## config.mk

```make
export PLATFORM = sky130hd
export DESIGN_NAME = prm_oblgc_scan
export DESIGN_NICKNAME = d
export VERILOG_FILES = /design/src/rtl/prm_oblgc_scan.sv
export SDC_FILE = /design/constraint.sdc
export NUM_CORES = 1
export LEC_CHECK = 0
export CAP_MARGIN = 20
export CORE_ASPECT_RATIO = 1.25
export CORE_MARGIN = 3
export CORE_UTILIZATION = 35
export CTS_CLUSTER_DIAMETER = 80
export DETAILED_ROUTE_END_ITERATION = 8
export PLACE_DENSITY = 0.63
export SYNTH_ARGS = -nofsm -noshare
export SYNTH_HDL_FRONTEND = slang
export SYNTH_SLANG_ARGS = --single-unit
```

## constraint.sdc

```tcl
create_clock -name clk -period 7.3 [get_ports clk]
set_clock_uncertainty 0.2 [all_clocks]
set_input_delay 1.095 -clock clk [delete_from_list [all_inputs] [get_ports clk]]
set_output_delay 1.095 -clock clk [all_outputs]
set_load 0.005 [all_outputs]
```

## src/rtl/prm_oblgc_scan.sv

```systemverilog
// Obstacle-voxel scanner: queues voxel codes, drives them one per cycle into an external
// edge-checker bank and ORs the returned edge masks into one blocked-edge result per set.
module prm_oblgc_scan #(
  parameter int unsigned NUM_EDGE = 32,
  parameter int unsigned DEPTH    = 16
) (
  input  logic                clk,
  input  logic                rst,
  input  logic                vox_valid,
  output logic                vox_ready,
  input  logic [14:0]         vox_code,
  input  logic                vox_last,
  output logic [14:0]         chk_code,
  input  logic [NUM_EDGE-1:0] chk_mask,
  output logic                res_valid,
  input  logic                res_ready,
  output logic [NUM_EDGE-1:0] res_mask,
  output logic [15:0]         res_count,
  output logic                busy
);

  localparam int unsigned AW = $clog2(DEPTH);

  localparam logic [1:0] IDLE   = 2'd0;
  localparam logic [1:0] SCAN   = 2'd1;
  localparam logic [1:0] DRAIN  = 2'd2;
  localparam logic [1:0] REPORT = 2'd3;

  logic [1:0]          state;
  logic [15:0]         mem [DEPTH];
  logic [AW:0]         wr_ptr;
  logic [AW:0]         rd_ptr;
  logic                empty;
  logic                full;
  logic                push;
  logic                pop;
  logic [15:0]         rd_entry;
  logic                pend;
  logic [NUM_EDGE-1:0] acc;
  logic [15:0]         cnt;

  // Extra pointer MSB distinguishes full from empty when the index bits match.
  assign empty    = (wr_ptr == rd_ptr);
  assign full     = (wr_ptr[AW] != rd_ptr[AW]) && (wr_ptr[AW-1:0] == rd_ptr[AW-1:0]);
  assign push     = vox_valid && vox_ready;
  assign pop      = (state == SCAN) && !empty;
  assign rd_entry = mem[rd_ptr[AW-1:0]];

  assign vox_ready = !rst && !full;
  assign res_valid = !rst && (state == REPORT);
  assign busy      = !rst && ((state != IDLE) || !empty);
  assign res_mask  = acc;
  assign res_count = cnt;

  always_ff @(posedge clk) begin
    if (push) begin
      mem[wr_ptr[AW-1:0]] <= {vox_last, vox_code};
    end
  end

  always_ff @(posedge clk) begin
    if (rst) begin
      wr_ptr <= '0;
      rd_ptr <= '0;
    end else begin
      if (push) begin
        wr_ptr <= wr_ptr + (AW+1)'(1);
      end
      if (pop) begin
        rd_ptr <= rd_ptr + (AW+1)'(1);
      end
    end
  end

  always_ff @(posedge clk) begin
    if (rst) begin
      state    <= IDLE;
      chk_code <= '0;
      pend     <= 1'b0;
      acc      <= '0;
      cnt      <= '0;
    end else begin
      pend <= pop;
      if (pop) begin
        chk_code <= rd_entry[14:0];
      end
      // The checker bank answers combinationally, so each popped code is folded in one cycle later.
      if (pend) begin
        acc <= acc | chk_mask;
        if (cnt != 16'hFFFF) begin
          cnt <= cnt + 16'd1;
        end
      end
      case (state)
        IDLE: begin
          if (!empty) begin
            state <= SCAN;
          end
        end
        SCAN: begin
          if (pop && rd_entry[15]) begin
            state <= DRAIN;
          end
        end
        DRAIN: begin
          state <= REPORT;
        end
        REPORT: begin
          if (res_ready) begin
            acc   <= '0;
            cnt   <= '0;
            state <= IDLE;
          end
        end
        default: begin
          state <= IDLE;
        end
      endcase
    end
  end

endmodule
```

==> metrics.txt <==
synthesized net count=795; Slowest Stage Delay on Critical Path=0.56 ns; power per cell area=276 nW/um^2; Distinct cells, synth=46; Die ar.=39,100 sq um; CP required=6.00 ns; filler instances=3,152; Mapped Cells=732; vias in the first global route=6,990; CP Buf/Inv Count=2; YS warnings=0; largest cells by area after synthesis=edfxtp_1 (60%), mux4_2 (14%), dfxtp_1 (12%), a21oi_1 (2.1%), nor2_1 (1.6%); #FFs+latches synth=336; Int Pwr=3.31 mW; worst slew pin tran=1.05 ns; most common cell in the synthesized netlist=edfxtp_1; hold buffer count at cts=0; Worst Path Max Fanout=35; total global-route track usage=0.153; GRT overflow=0; worst-path cell chain=buf_2 > a21oi_1 > clkdlybuf4s50_1; fin crit period=3.55 ns; Synth Cell Area=12,900 sq um; Final WS setup=3.75 ns; pre-CTS setup slack=3.73 ns; mean post-synth cell area=17.6 sq um; Hold Crit Class=reg2reg; post-placement cell area=14,500 sq um; clock power share=0.394; Crit-path slowest cell=buf_2; Setup Fix Bufs, Post-CTS=0; final hold vios=0; Port Buffers=117; router iterations before antenna repair=5; fin crit share=0.486; crit end category=output port; CTS tree=yes; Vias=6,910; Via density=5.09; post-detail-place hpwl=19,700 microns; Max H-tree Level=2; Initial Util=0.359; Synth area leader=edfxtp_1; Peak VDD IR=135 uV; Seq/Total Area, Yosys=0.721; post-route setup TNS=0 ns; fin. max-slew vios=0; Synth-to-Final Area Change=21.3%; FFs w/ async S/R, synth=0; post-layout net count=919; Post-synth top flop=edfxtp_1; Site Rows=77; Comb power frac=0.108; MaxCap Viol Count=0; Fmax=282 MHz; initial antenna violation count=0; Core ar.=35,800 sq um; share of cells above drive strength 1=0.171; latest clock arrival within the worst-skew pair=0.52 ns; Lkg Pwr=4.92 nW; RSZ-0062 raised after global routing=no; post-synth top area share=0.597; CTS Buf Count=35; antenna-violating nets left=0; sequential power share=0.498; Antenna Cells=0; final wirelength=30,000 microns; Psw=0.997 mW; final instance area=15,600 sq um; final RePlAce weighted congestion=0.768; EDFF count, synth=256; pin count of the biggest net entering global routing=49; WL/cell=22.1 microns; drt first-iter violations=661; final setup vio count=0; num ports=118; Vert. Die Dim=220 microns; most frequent cells after synthesis=edfxtp_1 (256), dfxtp_1 (80), mux4_2 (79); chip width=178 microns; first-pass GRT wire length=44,200 microns; slew margin rel.=0.298; Reg clk slew, reported paths=0.06 ns; sw frac=0.231; DR DRC count=0; post_cts resized=0; clock tree root driver cell=clkbuf_16; CTS Sinks=336; crit-path leading delay family=buffers and inverters; worst setup path class=in2out; Max Root-Sink Buffers=3; status=complete, no violations; crit path launch type=input port; Critical Path AT=2.25 ns
-- final timing paths --
path,start,end,slack [ns],cells after the start
setup / recovery,rst,vox_ready,3.75,3
hold / removal,res_mask[16],res_mask[16],0.26,2
setup reg to reg,flip-flop,state[1],3.81,6
hold reg to reg,res_mask[16],res_mask[16],0.26,2
-- worst min-delay path, delay by kind of cell, from the launching register on --
| kind | cells | cell delay (ns) |
|---|---|---|
| flip-flops | 1 | 0.32 |
| AND/OR/NAND/NOR | 1 | 0.07 |
| AO/OA/AOI/OAI | 1 | 0.04 |
-- power groups by stage --
stage	registers [mW]	logic (mW)	clock network (mW)
3_3_place_gp	2.19	0.469	0
2_1_floorplan	2.16	0.303	0
6_report	2.15	0.464	1.70
3_5_place_dp	2.19	0.471	0
5_1_grt	2.15	0.502	1.82
4_1_cts	2.15	0.472	1.74
-- through the flow --
step                      utilization  cells  hold slack [ns]  power, mW
final                           0.436   1357            0.261       4.31
after global routing            0.436   1357            0.279       4.48
after CTS                       0.436   1357            0.262       4.36
after detailed placement        0.405   1293            0.253       2.66
after global placement          0.405   1293            0.246       2.66
after floorplan                     -    732            0.253       2.46
-- cell usage in the layout (no fill, tap or decap), types with 6 or more instances in the layout --
master	netlist	layout
edfxtp_1	256	256
clkdlybuf4s50_1	0	116
mux4_2	79	79
dfxtp_1	80	78
a21oi_1	55	55
nor2_1	55	55
nand2_1	37	37
clkbuf_16	0	35
and3_1	15	15
xor2_1	11	11
ha_1	11	11
xnor2_1	10	10
nand3_1	9	9
clkinv_1	0	8
inv_1	7	7
clkinv_2	0	7
buf_4	3	7
o21ai_0	6	6
-- registers in the layout, indices dropped and copies added (netlist names), named ones only --
name and count:
chk_code 15, mem 256, pend 1, rd_ptr 5, res_count 16, res_mask 32
state 2, wr_ptr 5
-- cell type report --
class	instances	area [sq um]	area share
inverter	7	26.3	0.00168
tap	474	593	0.0380
clock buffer	41	918	0.0588
timing repair buffer	124	1220	0.0780
sequential	336	9290	0.595
multi-input combinational	352	3390	0.217
clock inverter	23	175	0.0112
-- layer usage --
metal / routed length [microns] / track usage
met3: 2090 / 0.0316
met5: 0 / 0
met2: 15400 / 0.268
met4: 946 / 0.0550
met1: 11500 / 0.188
-- cells by family after synthesis --
logic type      after synthesis  synth area share
flops                       336             0.721
simple gates                148            0.0545
compound gates               90            0.0426
mux                          82             0.140
buf+inv                      44            0.0162
xor+xnor                     21            0.0143
fa+ha+maj                    11            0.0107
Power figures use the tool's default switching activity.
